[config.mk]
export PLATFORM = sky130hd
export DESIGN_NAME = counter_seg7_display
export DESIGN_NICKNAME = d
export VERILOG_FILES = /design/src/rtl/counter_seg7_display.sv
export SDC_FILE = /design/constraint.sdc
export NUM_CORES = 1
export LEC_CHECK = 0
export BUFFER_PORTS_ARGS = -buffer_cell sky130_fd_sc_hd__buf_2
export CELL_PAD_IN_SITES_DETAIL_PLACEMENT = 0
export CELL_PAD_IN_SITES_GLOBAL_PLACEMENT = 1
export CORE_MARGIN = 2
export CORE_UTILIZATION = 41
export CTS_CLUSTER_DIAMETER = 30
export DETAILED_ROUTE_END_ITERATION = 16
export PLACE_DENSITY = 0.86
export SYNTH_ARGS = -nofsm -noshare
export SYNTH_HDL_FRONTEND = slang
export SYNTH_SLANG_ARGS = --single-unit
[constraint.sdc]
create_clock -name CLK100MHZ -period 1.9 [get_ports CLK100MHZ]
set_clock_uncertainty 0.1 [all_clocks]
set_input_delay 0.285 -clock CLK100MHZ [delete_from_list [all_inputs] [get_ports CLK100MHZ]]
set_output_delay 0.285 -clock CLK100MHZ [all_outputs]
set_load 0.05 [all_outputs]
[src/rtl/counter_seg7_display.sv]
// Binary-to-decimal converter and multiplexed common-anode seven-segment driver for the 8-bit counter value.
// Build option SEG7_HEX_MODE_EN: two-digit hex display with a direct register in place of the conversion FSM.
//
// state | meaning
// IDLE  | wait for a new value (or the forced start after reset), then capture it
// SHIFT | eight add-3 / shift-left double-dabble steps
// DONE  | publish scratch to the display register, pulse bcd_valid
module counter_seg7_display #(
  parameter int REFRESH_DIV   = 100_000,
  parameter bit BLANK_LEADING = 1'b1
) (
  input  logic       CLK100MHZ,
  input  logic       rst,
  input  logic [7:0] value,
  output logic [6:0] SEG,
  output logic       DP,
  output logic [7:0] AN,
  output logic       bcd_valid
);
  localparam int RW = $clog2(REFRESH_DIV);
  localparam logic [RW-1:0] REFRESH_LAST = RW'(REFRESH_DIV - 1);

  logic [RW-1:0] refresh_cnt;
  logic [1:0]    digit_idx;
  logic [11:0]   disp_bcd;
  logic [3:0]    nib;
  logic          blank;
  logic [7:0]    an_d;

  function automatic logic [6:0] seg_of(input logic [3:0] n);
    case (n)
      4'h0:    seg_of = 7'b1000000;
      4'h1:    seg_of = 7'b1111001;
      4'h2:    seg_of = 7'b0100100;
      4'h3:    seg_of = 7'b0110000;
      4'h4:    seg_of = 7'b0011001;
      4'h5:    seg_of = 7'b0010010;
      4'h6:    seg_of = 7'b0000010;
      4'h7:    seg_of = 7'b1111000;
      4'h8:    seg_of = 7'b0000000;
      4'h9:    seg_of = 7'b0010000;
`ifdef SEG7_HEX_MODE_EN
      4'hA:    seg_of = 7'b0001000;
      4'hB:    seg_of = 7'b0000011;
      4'hC:    seg_of = 7'b1000110;
      4'hD:    seg_of = 7'b0100001;
      4'hE:    seg_of = 7'b0000110;
      4'hF:    seg_of = 7'b0001110;
`endif
      default: seg_of = 7'b1111111;
    endcase
  endfunction

`ifdef SEG7_HEX_MODE_EN
  localparam logic [1:0] IDX_MAX = 2'd1;

  logic [7:0] last_val;
  logic       force_start;

  always_ff @(posedge CLK100MHZ) begin
    if (rst) begin
      last_val    <= '0;
      force_start <= 1'b1;
      disp_bcd    <= '0;
      bcd_valid   <= 1'b0;
    end else begin
      bcd_valid <= 1'b0;
      if (force_start || (value != last_val)) begin
        last_val    <= value;
        force_start <= 1'b0;
        disp_bcd    <= {4'h0, value};
        bcd_valid   <= 1'b1;
      end
    end
  end
`else
  localparam logic [1:0] IDX_MAX = 2'd2;

  typedef enum logic [1:0] {IDLE, SHIFT, DONE} state_t;

  state_t      state, state_d;
  logic [7:0]  cap_val, cap_val_d;
  logic [7:0]  sh, sh_d;
  logic [11:0] scratch, scratch_d, adj;
  logic [2:0]  step_cnt, step_cnt_d;
  logic        force_start, force_start_d;
  logic [11:0] disp_bcd_d;
  logic        bcd_valid_d;

  function automatic logic [3:0] add3(input logic [3:0] n);
    add3 = (n >= 4'd5) ? n + 4'd3 : n;
  endfunction

  always_ff @(posedge CLK100MHZ) begin
    if (rst) begin
      state       <= IDLE;
      cap_val     <= '0;
      sh          <= '0;
      scratch     <= '0;
      step_cnt    <= '0;
      force_start <= 1'b1;
      disp_bcd    <= '0;
      bcd_valid   <= 1'b0;
    end else begin
      state       <= state_d;
      cap_val     <= cap_val_d;
      sh          <= sh_d;
      scratch     <= scratch_d;
      step_cnt    <= step_cnt_d;
      force_start <= force_start_d;
      disp_bcd    <= disp_bcd_d;
      bcd_valid   <= bcd_valid_d;
    end
  end

  // cap_val keeps the captured value for the IDLE compare; sh is the copy consumed by the shifts
  always_comb begin
    state_d       = state;
    cap_val_d     = cap_val;
    sh_d          = sh;
    scratch_d     = scratch;
    step_cnt_d    = step_cnt;
    force_start_d = force_start;
    disp_bcd_d    = disp_bcd;
    bcd_valid_d   = 1'b0;
    adj           = {add3(scratch[11:8]), add3(scratch[7:4]), add3(scratch[3:0])};
    case (state)
      IDLE: begin
        if (force_start || (value != cap_val)) begin
          cap_val_d     = value;
          sh_d          = value;
          scratch_d     = '0;
          step_cnt_d    = 3'd7;
          force_start_d = 1'b0;
          state_d       = SHIFT;
        end
      end
      SHIFT: begin
        {scratch_d, sh_d} = {adj, sh} << 1;
        step_cnt_d        = step_cnt - 3'd1;
        if (step_cnt == 3'd0) state_d = DONE;
      end
      DONE: begin
        disp_bcd_d  = scratch;
        bcd_valid_d = 1'b1;
        state_d     = IDLE;
      end
      default: state_d = IDLE;
    endcase
  end
`endif

  always_ff @(posedge CLK100MHZ) begin
    if (rst) begin
      refresh_cnt <= '0;
      digit_idx   <= '0;
    end else if (refresh_cnt == REFRESH_LAST) begin
      refresh_cnt <= '0;
      digit_idx   <= (digit_idx == IDX_MAX) ? 2'd0 : digit_idx + 2'd1;
    end else begin
      refresh_cnt <= refresh_cnt + RW'(1);
    end
  end

  always_comb begin
    nib   = disp_bcd[3:0];
    blank = 1'b0;
    case (digit_idx)
      2'd1: begin
        nib = disp_bcd[7:4];
`ifdef SEG7_HEX_MODE_EN
        blank = BLANK_LEADING && (disp_bcd[7:4] == 4'h0);
`else
        blank = BLANK_LEADING && (disp_bcd[11:8] == 4'h0) && (disp_bcd[7:4] == 4'h0);
`endif
      end
      2'd2: begin
        nib   = disp_bcd[11:8];
        blank = BLANK_LEADING && (disp_bcd[11:8] == 4'h0);
      end
      default: ;
    endcase
    an_d = 8'hFF;
    if (!blank) an_d[digit_idx] = 1'b0;
  end

  always_ff @(posedge CLK100MHZ) begin
    if (rst) begin
      SEG <= 7'h7F;
      AN  <= 8'hFF;
    end else begin
      SEG <= seg_of(nib);
      AN  <= an_d;
    end
  end

  assign DP = 1'b1;

endmodule

== Yosys cells after proc, flatten, opt, wreduce, memory -nomap -nowiden ==
Memories as Yosys holds them, arrays and structs flattened. A register that Yosys moved wholly into a read port is not among the register bits.
Index checks and enable logic that the tools add are counted.
Cells by class
  $add $sub $neg: 6
  muxes and demuxes: 18
  eq/ne operators: 8
  reductions and logical operators: 13
  shift operators: 0
  divide/modulo/power cells: 0
  bitwise logic cells: 1
  magnitude comparators: 5
  multipliers: 0
Operators with widths (count)
  $pmux 12 s2: 1
  $add 17x1->17 const B: 1
  $eq 17x17->1 const B: 1
  $pmux 8 s2: 1
  $ge 4x3->1 const B: 3
  $mux 12: 1
  $add 4x2->4 const B: 2
  $logic_not 4->1: 2
  $mux 4: 2
  $mux 8: 1
  $ne 8x8->1: 1
  $not 4->8: 1
  $pmux 4 s2: 1
  $mux 2: 3
  $mux 3: 2
  $pmux 3 s2: 1
  $reduce_and 2->1: 3
  $eq 2x1->1 const B: 2
  $eq 2x2->1 const B: 2
  $lt 2x4->1 const B: 1
  $ne 2x2->1 const B: 2
  $pmux 2 s2: 1
  $reduce_or 2->1: 2
  $add 3x2->3 const B: 1
  11 further kinds: 13
Storage, ports and cells
  input bits: 10
  latch bits: 0
  ROM bits: 112
  word-level logic and storage cells: 63
  RAM bits: 0
  memories kept: 1
  output and inout port bits: 17
  register bits: 74
Memory list
  (name not given): depth 16, width 7, read ports 1, clocked after Yosys merged registers in 1, write ports 0, RTL line 31  | case (n)

== Depth between registers and ports, before layout ==
  depth in word-level cells: 5
  depth in mapped cells: 10
  mapped depth without buffers: 9

== Worst setup path before layout ==
OpenSTA, ideal clock, no wires.
  path kind: register -> register
  from: register digit_idx[0]
  to: register SEG[6]
  path buffers: 1
  stages on the path, launching flop included: 11
  data required time: 1680 ps
  arrival: 1846 ps
  clock period less this slack: 2066 ps
  path slack: -166 ps
  library setup time: 120 ps
  cell sequence: dfxtp_1 -> inv_1 -> ha_1 -> buf_2 -> nor2_1 -> a21o_1 -> inv_1 -> ha_1 -> nor3_1 -> a21oi_1 -> or2_1
On the way
  longest elaborated chain between the ends: 2
  elaborated cells between the ends (all ways): 3
  those cells by class: eq/ne: 2; mux: 1
Ends and longest elaborated chain
  from (decl): RTL line 24  | logic [1:0] digit_idx;
  from (signal assigned): RTL line 159  | digit_idx <= (digit_idx == IDX_MAX) ? 2'd0 : digit_idx + 2'd1;
  $eq 2x2->1 / $eq 2x1->1 (equally long branches): RTL line 168  | case (digit_idx)
  $pmux 4 s2 *: RTL line 168
  to (decl): RTL line 15  | output logic [6:0] SEG,
Mark *: on every way between the ends. The rest lies on a longest branch, timed or not.
A chain may end at the register's enable or synchronous reset.

== Final worst setup path ==
  from: register digit_idx[1]
  to: register SEG[6]
The elaborated chain is that of the path after synthesis.

==> out/qor.txt <==
Via density - 5.03
YS warnings - 0
Largest net degree at the start of global routing - 23
WL per Instance - 12.4 um
Area of the die - 0.00946 mm^2
Total power - 3.44 mW
Final WL - 7.05 mm
Layout cells sized above 1 - 20.5%
Max-capacitance violation count - 0
Number of antenna violations at the first check in global routing - 0
Status - completed
Fin crit share - 97.3%
Post-DP HPWL - 4.80 mm
Min Tclk post-route - 1.85 ns
CTS tree - built
IO Port Bufs - 21
Hold slack - 0.105 ns
Slew Limit Fails - 0
Remaining Overflow, GRT - 0
Cells after Synth - 415
Leak pwr - 1.64 nW
Final #Nets - 482
Synth Flop Type - dfxtp_1
Pre-Repair DR Iteration Count - 6
CTS buffer count - 9
Synthesized area per cell - 8.59 um^2
Commonest cells in the synthesized netlist - dfxtp_1, nor2_1, nand2_1
FF+latch count, synth - 77
Ys async rst share - 0%
Max Freq - 0.541 GHz
Ranking of synthesized cells by area - dfxtp_1, ha_1, nor2_1
# diodes - 0
DRT iter0 DRCs - 108
Dominant cell by count in the synthesized netlist - dfxtp_1
Via count - 2854
Count of cell types in the netlist - 46
Layout fillers - 819
Core area - 0.00859 mm^2
Area grow syn2layout - 18.5%
Util after Layout - 49.2%
Arrival time worst endpoint - 1.99 ns
Fin cells - 567
Max FO, Critical Path - 5
Power per cell area - 815 mW/mm^2
Area of the multi-input gates - 0.00191 mm^2
Row count - 34
Vias in the first global route - 2732
Placed Instance Area - 0.00390 mm^2
Clk_lat worst skew - 0.34 ns
CTS H-tree lvls - 3
Hold Crit Class - input pin to flop
Final Hold Viols - 0
CP startpoint kind - flop
Part of the Yosys area used for sequential elements - 43.2%
Count of hold buffers inserted by post-cts repair - 0
CP required - 2.04 ns
Dpl cells - 547
Die H - 97.3 um
Reg clk slew, reported paths - 0.08 ns
Final count of negative-setup-slack endpoints - 0
Mapped Area - 0.00357 mm^2
Worst vdd ir - 0.558 mV
Type of element capturing the critical path - flop
Deepest clock path buffer count - 2
Register area - 0.00155 mm^2
Post-synth EDFFs - 0
Drt drc - 0
Routability cong. - 0.808
Total GRT Usage - 15.4%
Critical path type - flop to flop
Effective utilization at floorplan - 41.5%
Root Buffer - clkbuf_8
Die Wd - 97.3 um
Yosys top cell by area - dfxtp_1
First-pass GRT wire length - 12.1 mm
Top cell type's share of synthesized area - 43.2%
ANT nets after route - 0
Num ports - 27
Final instance area - 0.00423 mm^2
CTS sink cnt - 77
-- per-stage QoR --
step | TNS (ns) | setup WS, ns
after floorplan | 0 | 0.0170
after global placement | -0.0485 | -0.0310
after detailed placement | -0.342 | -0.0935
after CTS | 0 | 0.00154
after global routing | -0.208 | -0.0651
final | 0 | 0.0514
-- worst paths after layout --
path	start	endpoint	slack, ns	depth (start not counted)
worst max-delay path	digit_idx[1]	SEG[6]	0.05	9
worst min-delay path	value[6]	cap_val[6]	0.10	3
worst max register to register	digit_idx[1]	SEG[6]	0.05	9
worst min register to register	step_cnt[0]	step_cnt[0]	0.36	2
-- kinds of logic after synthesis --
logic type	count (synthesis)	share of synthesized area (%)
simple gates	159	20.2
compound gates	77	15.4
flops	77	43.2
buf+inv	49	6.21
xor+xnor	30	7.37
fa+ha+maj	18	6.32
mux	4	1.12
other cells	1	0.105
-- worst max-delay path, cell delays in order (launching register included) --
cell and delay (ns):
dfxtp_2 0.33, buf_4 0.14, ha_4 0.18, a22oi_1 0.18
a21o_1 0.19, inv_1 0.06, ha_1 0.19, nor3_2 0.13
a21oi_1 0.05, or2_1 0.19
-- cells in the final DEF, fill, tap and decap left out, types with 2 or more instances in the layout --
| master | n |
|---|---|
| a21oi_2 | 3 |
| a22oi_2 | 3 |
| nand2b_1 | 6 |
| a211oi_1 | 5 |
| o21bai_1 | 3 |
| inv_1 | 22 |
| buf_2 | 22 |
| o32ai_1 | 3 |
| buf_4 | 23 |
| buf_12 | 2 |
| nand4_1 | 5 |
| a2111oi_2 | 7 |
| a31oi_1 | 4 |
| o22ai_1 | 5 |
| nor4_1 | 2 |
| mux2i_1 | 4 |
| clkbuf_8 | 12 |
| nor2_1 | 56 |
| nor3_1 | 5 |
| o21ai_0 | 2 |
| xnor2_1 | 11 |
| nor3_2 | 3 |
| a21o_1 | 5 |
| ha_4 | 4 |
| xor2_1 | 19 |
| nand3_1 | 8 |
| or2_1 | 3 |
| dfxtp_1 | 75 |
| or3_1 | 5 |
| nand2_1 | 55 |
| ha_1 | 14 |
| inv_2 | 3 |
| a21oi_1 | 30 |
| nor3b_1 | 3 |
| conb_1 | 5 |
-- layout make-up --
class	count	area share (%)
Clock inverter	3	1.01
Multi-Input combinational cell	293	45.2
Sequential cell	77	36.6
Tap cell	108	3.20
Inverter	26	2.37
Clock buffer	13	4.00
Timing Repair Buffer	47	7.64
-- registers in the layout (all words and copies together) (netlist names), 2 cells and up --
name and cells:
scratch 12, cap_val 8, disp_bcd 12, sh 8
digit_idx 2, SEG 7, state 2, step_cnt 3
AN 4, refresh_cnt 17
-- report_power, final --
part | internal (mW) | total (mW) | switching, mW
combinational | 0.156 | 0.422 | 0.266
clock | 0.714 | 1.30 | 0.586
sequential | 1.68 | 1.72 | 0.0399
-- per-layer routing --
layer | part of all wire [%] | track usage [%] | up-vias
li1 | - | - | 1469
met1 | 47 | 19.1 | 1326
met2 | 48 | 25.6 | 50
met3 | 3.9 | 4.75 | 9
met4 | 1.2 | 4.70 | 0
met5 | 0 | 0 | -
-- what timing repair did --
action                                 CTS  global route
endpoints found under the hold margin    0             0
gates resized for setup                  4            14
pin swaps                                1             2
setup endpoints to repair                7            10
setup buffers                            2             2
Note: power is estimated with default switching activity, not from simulation.
